==> src/rtl/mul_booth_iter_if.sv <==
// Request/response bundle for the iterative Booth multiplier.
// The producer side drives operands and flush; the multiplier side answers.
interface mul_booth_iter_if #(
    parameter int XLEN = 64
);
    logic            flush;
    logic            in_valid;
    logic            in_ready;
    logic [1:0]      mul_op;
    logic [XLEN-1:0] src1;
    logic [XLEN-1:0] src2;
    logic            out_valid;
    logic            out_ready;
    logic [XLEN-1:0] result;

    modport master (
        output flush, in_valid, mul_op, src1, src2, out_ready,
        input  in_ready, out_valid, result
    );

    modport slave (
        input  flush, in_valid, mul_op, src1, src2, out_ready,
        output in_ready, out_valid, result
    );
endinterface

==> src/rtl/mul_booth_iter.sv <==
// Iterative radix-4 Booth multiplier: two digits per cycle through a 4:2
// compressor, then one carry-propagate add. Handles MUL/MULH/MULHSU/MULHU.
module compressor_42 #(
    parameter int W = 8
) (
    input  logic [W-1:0] a_i,
    input  logic [W-1:0] b_i,
    input  logic [W-1:0] c_i,
    input  logic [W-1:0] d_i,
    output logic [W-1:0] sum_o,
    output logic [W-1:0] carry_o
);
    logic [W-1:0] s1;
    logic [W-1:0] c1;

    assign s1      = a_i ^ b_i ^ c_i;
    assign c1      = ((a_i & b_i) | (a_i & c_i) | (b_i & c_i)) << 1;
    assign sum_o   = s1 ^ c1 ^ d_i;
    assign carry_o = ((s1 & c1) | (s1 & d_i) | (c1 & d_i)) << 1;
endmodule

module mul_booth_iter #(
    parameter int XLEN = 64
) (
    input logic              clk,
    input logic              rst_n,
    mul_booth_iter_if.slave  bus
);
    localparam int W  = 2*XLEN + 4;
    localparam int D  = (XLEN + 2) / 2;
    localparam int N  = (D + 1) / 2;
    localparam int MW = XLEN + 2;
    localparam int IW = $clog2(N + 1);

    typedef enum logic [1:0] {
        IDLE,
        CALC,
        ADD,
        DONE
    } state_e;

    state_e          state_q, state_d;
    logic [W-1:0]    mcand_q, mcand_d;
    logic [W-1:0]    nmcand_q, nmcand_d;
    logic [W-1:0]    sum_q, sum_d;
    logic [W-1:0]    carry_q, carry_d;
    logic [MW-1:0]   mplr_q, mplr_d;
    logic            bm1_q, bm1_d;
    logic [IW-1:0]   iter_q, iter_d;
    logic [1:0]      op_q, op_d;
    logic [XLEN-1:0] result_q, result_d;
    logic            out_valid_q, out_valid_d;

    logic [W-1:0]      pp0, pp1;
    logic [W-1:0]      cs_sum, cs_carry;
    logic [W-1:0]      ext1;
    logic [MW-1:0]     ext2;
    logic [2*XLEN-1:0] prod;
    logic              sx1, sx2;

    function automatic logic [W-1:0] booth_pp(
        input logic [2:0]   g,
        input logic [W-1:0] m,
        input logic [W-1:0] nm
    );
        case (g)
            3'b001, 3'b010: booth_pp = m;
            3'b011:         booth_pp = m << 1;
            3'b100:         booth_pp = nm << 1;
            3'b101, 3'b110: booth_pp = nm;
            default:        booth_pp = '0;
        endcase
    endfunction

    assign pp0 = booth_pp({mplr_q[1:0], bm1_q}, mcand_q, nmcand_q);
    assign pp1 = booth_pp(mplr_q[3:1], mcand_q, nmcand_q) << 2;

    compressor_42 #(.W(W)) u_csa (
        .a_i    (pp0),
        .b_i    (pp1),
        .c_i    (sum_q),
        .d_i    (carry_q),
        .sum_o  (cs_sum),
        .carry_o(cs_carry)
    );

    // MULH and MULHSU treat src1 as signed; only MULH treats src2 as signed.
    assign sx1  = (bus.mul_op == 2'b01) || (bus.mul_op == 2'b10);
    assign sx2  = (bus.mul_op == 2'b01);
    assign ext1 = {{(W-XLEN){sx1 & bus.src1[XLEN-1]}}, bus.src1};
    assign ext2 = {{2{sx2 & bus.src2[XLEN-1]}}, bus.src2};
    assign prod = sum_q[2*XLEN-1:0] + carry_q[2*XLEN-1:0];

    assign bus.in_ready  = (state_q == IDLE);
    assign bus.out_valid = out_valid_q;
    assign bus.result    = result_q;

    always_ff @(posedge clk or negedge rst_n) begin
        if (!rst_n) begin
            state_q     <= IDLE;
            mcand_q     <= '0;
            nmcand_q    <= '0;
            sum_q       <= '0;
            carry_q     <= '0;
            mplr_q      <= '0;
            bm1_q       <= 1'b0;
            iter_q      <= '0;
            op_q        <= '0;
            result_q    <= '0;
            out_valid_q <= 1'b0;
        end else begin
            state_q     <= state_d;
            mcand_q     <= mcand_d;
            nmcand_q    <= nmcand_d;
            sum_q       <= sum_d;
            carry_q     <= carry_d;
            mplr_q      <= mplr_d;
            bm1_q       <= bm1_d;
            iter_q      <= iter_d;
            op_q        <= op_d;
            result_q    <= result_d;
            out_valid_q <= out_valid_d;
        end
    end

    always_comb begin
        state_d     = state_q;
        mcand_d     = mcand_q;
        nmcand_d    = nmcand_q;
        sum_d       = sum_q;
        carry_d     = carry_q;
        mplr_d      = mplr_q;
        bm1_d       = bm1_q;
        iter_d      = iter_q;
        op_d        = op_q;
        result_d    = result_q;
        out_valid_d = out_valid_q;

        if (bus.flush) begin
            state_d     = IDLE;
            out_valid_d = 1'b0;
            iter_d      = '0;
        end else begin
            case (state_q)
                IDLE: begin
                    if (bus.in_valid) begin
                        state_d  = CALC;
                        mcand_d  = ext1;
                        nmcand_d = '0 - ext1;
                        mplr_d   = ext2;
                        bm1_d    = 1'b0;
                        sum_d    = '0;
                        carry_d  = '0;
                        iter_d   = '0;
                        op_d     = bus.mul_op;
                    end
                end
                CALC: begin
                    sum_d    = cs_sum;
                    carry_d  = cs_carry;
                    mcand_d  = mcand_q << 4;
                    nmcand_d = nmcand_q << 4;
                    // Arithmetic shift: surplus top digits decode to zero.
                    mplr_d   = {{4{mplr_q[MW-1]}}, mplr_q[MW-1:4]};
                    bm1_d    = mplr_q[3];
                    iter_d   = iter_q + 1'b1;
                    if (iter_q == IW'(N - 1)) begin
                        state_d = ADD;
                    end
                end
                ADD: begin
                    if (op_q == 2'b00) begin
                        result_d = prod[XLEN-1:0];
                    end else begin
                        result_d = prod[2*XLEN-1:XLEN];
                    end
                    out_valid_d = 1'b1;
                    state_d     = DONE;
                end
                DONE: begin
                    if (bus.out_ready) begin
                        out_valid_d = 1'b0;
                        state_d     = IDLE;
                    end
                end
                default: state_d = IDLE;
            endcase
        end
    end
endmodule

==> src/flat_wrapper.sv <==
// flat-port wrapper written by rule: the top's interface ports become plain ports
module mul_booth_iter_flat 
#(
    parameter int XLEN = 64
)
  (clk, rst_n, bus_flush, bus_in_valid, bus_mul_op, bus_src1, bus_src2, bus_out_ready, bus_in_ready, bus_out_valid, bus_result);
  mul_booth_iter_if #(.XLEN(XLEN)) bus_i ();
  input logic clk;
  input logic rst_n;
  input wire logic [$bits(bus_i.flush)-1:0] bus_flush;
  input wire logic [$bits(bus_i.in_valid)-1:0] bus_in_valid;
  input wire logic [$bits(bus_i.mul_op)-1:0] bus_mul_op;
  input wire logic [$bits(bus_i.src1)-1:0] bus_src1;
  input wire logic [$bits(bus_i.src2)-1:0] bus_src2;
  input wire logic [$bits(bus_i.out_ready)-1:0] bus_out_ready;
  output wire logic [$bits(bus_i.in_ready)-1:0] bus_in_ready;
  output wire logic [$bits(bus_i.out_valid)-1:0] bus_out_valid;
  output wire logic [$bits(bus_i.result)-1:0] bus_result;
  assign bus_i.flush = bus_flush;
  assign bus_i.in_valid = bus_in_valid;
  assign bus_i.mul_op = bus_mul_op;
  assign bus_i.src1 = bus_src1;
  assign bus_i.src2 = bus_src2;
  assign bus_i.out_ready = bus_out_ready;
  assign bus_in_ready = bus_i.in_ready;
  assign bus_out_valid = bus_i.out_valid;
  assign bus_result = bus_i.result;
  mul_booth_iter #(.XLEN(XLEN)) u_core (.clk(clk), .rst_n(rst_n), .bus(bus_i));
endmodule
==> config.mk <==
export PLATFORM = sky130hd
export DESIGN_NAME = mul_booth_iter_flat
export DESIGN_NICKNAME = d
export VERILOG_FILES = /design/src/rtl/mul_booth_iter_if.sv /design/src/rtl/mul_booth_iter.sv /design/src/flat_wrapper.sv
export SDC_FILE = /design/constraint.sdc
export NUM_CORES = 2
export LEC_CHECK = 0
export BUFFER_PORTS_ARGS = -buffer_cell sky130_fd_sc_hd__buf_4
export CAP_MARGIN = 10
export CORE_ASPECT_RATIO = 1.5
export CORE_UTILIZATION = 41
export DETAILED_ROUTE_END_ITERATION = 8
export GPL_ROUTABILITY_DRIVEN = 1
export PLACE_DENSITY = 0.55
export SYNTH_ARGS = -nofsm -noshare
export SYNTH_HDL_FRONTEND = slang
export SYNTH_SLANG_ARGS = --single-unit
export TNS_END_PERCENT = 30
==> constraint.sdc <==
create_clock -name clk -period 10.2 [get_ports clk]
set_input_delay 2.04 -clock clk [delete_from_list [all_inputs] [get_ports clk]]
set_output_delay 2.04 -clock clk [all_outputs]
set_load 0.05 [all_outputs]
==> results.ini <==
[clocking]
cts_resized=0
post_cts_buffers=0
cts_hold_buf=0
cts_tree=yes
numCtsBuffers=76
clock-sinks=650
clkLatencyLatePin_ns=0.70
clock-root-buffer=clkbuf_16
htree_num_levels=3
clockBufferDepth=3
clkSlewWorstSetupHoldPaths_ns=0.06

[yosys]
syn_area_per_cell_um2=8.47
syn_nets=6837
netlist_instances=6314
synthArstFlopShare=1.00
synthFlopType=dfrtp_1
yosys.cell_types.count=72
ys_seq_area_frac=0.304
ys_ff_latch=650
synth_area_mm2=0.0535
synth_edf_count=0
synth_warnings=0

[pwr]
internal_power_w=0.00967
ir_drop_mv=0.335
p_switching_w=0.0102
comb_power_share=0.586
p_clk_frac=0.151
p_seq_frac=0.263
cellPowerDensity_mw_per_mm2=341
swShare=0.513
p_leak_nw=22.5

[detailed_routing]
dr_total_vias=47200
wl_um=186000
dr.pass1.iters=9
antenna_left=0
drc=0
routedWlPerCell_um=23.7
vias_per_cell=6.01
detail_route.iter0.violations=3648

[worst_setup_path]
critPathCaptureType=register
cp.arrival_ns=6.55
cp_cell_sequence=buf_4, nor4_2, nand2_1, or4_1, or3_1, or3_1, nand3b_4, or4_1, nor2b_4, nor3_1, nor2_4, buf_4, a21oi_1
critPathMaxFanout=36
worstReg2RegStart=u_core.carry_q[6]
reg2reg_slack_ns=4.94
path_class=in2reg
worst_r2r_path_depth=14
cp_slowest_cell=or4_1
cp.required_ns=10.74
reg2reg_to=u_core.bus.result[55]
max_stage_delay_ns=0.71
startpoint_type=input pin

[die]
die_x_um=297
start_util=0.415
dieHeight_um=444
dieArea_mm2=0.132
core_mm2=0.129
num_rows=161
pin_count=201

[run]
maxCapViolations=0

[sta]
rsz0062_at_grt=false
setup_viol=0
finalCritPeriodShare=0.589
skew_ns=0.0239
tightest_slew_ns=1.26
setup-tns-final_ns=0
fmax_mhz=166
slew_headroom=0.160
hold_slack_ns=0.481
fin_crit_ns=6.01
slew_viol_final=0
finalHoldViolCount=0

[grt]
grt_pass1_vias=45800
grt_max_degree=200
use_met3=0.0388
grt_use_total=0.277
grt_overflow=0
antenna_found_initial=16
use_met2=0.483
grt_pass1_wl_um=286000
grt-busiest-layer=met2
met1_usage=0.342

[worst_hold_path]
holdPathStages=2
hp-start=u_core.bus.result[13]
worstHoldPathType=reg2reg
holdPathEnd=u_core.bus.result[13]

[layout]
finalInstanceArea_mm2=0.0582
fin_nets=6589
final_common_cell=a21oi_1
layout_common_cells=823 x a21oi_1, 645 x dfrtp_1, 561 x nand2_1
finalNonFillerCells=7842
drive_gt1_frac=0.0775
utilization=0.452
syn2layout_area_growth_pct=8.86

[run_status]
status=complete, no violations

[placed_design]
gp_congestion=1.01
dp_hpwl_um=138000
dp.cells=7699
place_area_mm2=0.0555
portBuffers=200

cell usage after synthesis (all sizes together) (77+ instances only):
| master | count | area share |
|---|---|---|
| nand2b | 81 | 0.0095 |
| nand2 | 561 | 0.039 |
| nor2 | 343 | 0.024 |
| a21o | 77 | 0.011 |
| dfrtp | 650 | 0.30 |
| mux2i | 389 | 0.073 |
| xor2 | 87 | 0.014 |
| nand3b | 140 | 0.020 |
| inv | 389 | 0.027 |
| fa | 251 | 0.094 |
| a211oi | 202 | 0.028 |
| a222oi | 87 | 0.016 |
| o22ai | 250 | 0.029 |
| o21ai | 535 | 0.050 |
| a21oi | 823 | 0.077 |
| xnor2 | 95 | 0.016 |
| clkbuf | 527 | 0.037 |
| ha | 137 | 0.032 |
registers in the layout (all words and copies together) (netlist names):
register and count:
u_core.mplr_q 66, u_core.carry_q 126, u_core.bus.out_valid 1, u_core.sum_q 128, u_core.bm1_q 1, u_core.state_q 2
u_core.mcand_q 127, u_core.bus.result 64, u_core.iter_q 5, u_core.op_q 2, u_core.nmcand_q 128
worst max-delay path: cells and delay by family:
family	cells	cell delay (ns)
AND/OR/NAND/NOR	10	3.70
buffers and inverters	2	0.62
AO/OA/AOI/OAI	1	0.14
worst max path at each step:
stage | start | endpoint | slack, ns | cells after the start
6_report | bus_src1[5] | u_core.nmcand_q[106] | 4.19 | 13
5_1_grt | bus_src1[5] | u_core.nmcand_q[100] | 4.02 | 13
4_1_cts | bus_src1[5] | u_core.nmcand_q[106] | 4.22 | 13
3_5_place_dp | bus_src1[5] | u_core.nmcand_q[106] | 3.48 | 13
3_3_place_gp | bus_src1[5] | u_core.nmcand_q[90] | 3.52 | 13
2_1_floorplan | bus_src1[9] | u_core.nmcand_q[100] | 4.81 | 14
per-stage QoR:
step	total power (W)	setup WS (ns)
after floorplan	0.0133	4.81
after global placement	0.0166	3.52
after detailed placement	0.0169	3.48
after CTS	0.0200	4.22
after global routing	0.0215	4.02
final	0.0199	4.19
cell families (layout without fill, tap and decap cells):
group / count (synthesis) / in the layout / synth area share
AOI/OAI and AO/OA: 2274 / 2274 / 0.256
and+or+nand+nor: 1415 / 1415 / 0.126
buffers and inverters: 973 / 787 / 0.0689
DFF: 650 / 650 / 0.304
muxes: 432 / 432 / 0.0888
adders and majority gates: 388 / 388 / 0.126
xor gates and xnor gates: 182 / 182 / 0.0298
other: 0 / 3 / 0
power groups by stage:
| stage | Combinational [W] | Sequential (W) | Clock [W] |
|---|---|---|---|
| 2_1_floorplan | 0.00870 | 0.00458 | 0 |
| 3_3_place_gp | 0.0114 | 0.00523 | 0 |
| 3_5_place_dp | 0.0116 | 0.00524 | 0 |
| 4_1_cts | 0.0117 | 0.00520 | 0.00307 |
| 5_1_grt | 0.0130 | 0.00535 | 0.00316 |
| 6_report | 0.0116 | 0.00523 | 0.00300 |
final cells by class:
cell class,instances,area [µm²]
Inverter,389,1460
Clock buffer,99,2130
Tap cell,1711,2140
Sequential cell,650,16300
Timing Repair Buffer,258,2060
Fill cell,12800,70700
Multi-Input combinational cell,4691,33600
Antenna cell,3,7.51
Clock inverter,41,529
per-layer routing:
| metal | wire length (µm) | part of all wire |
|---|---|---|
| met2 | 92500 | 0.50 |
| met1 | 76100 | 0.41 |
| met3 | 9130 | 0.049 |
| met4 | 8030 | 0.043 |
| met5 | 125 | 0.00067 |
No activity file was read; power rests on OpenSTA's default activity.
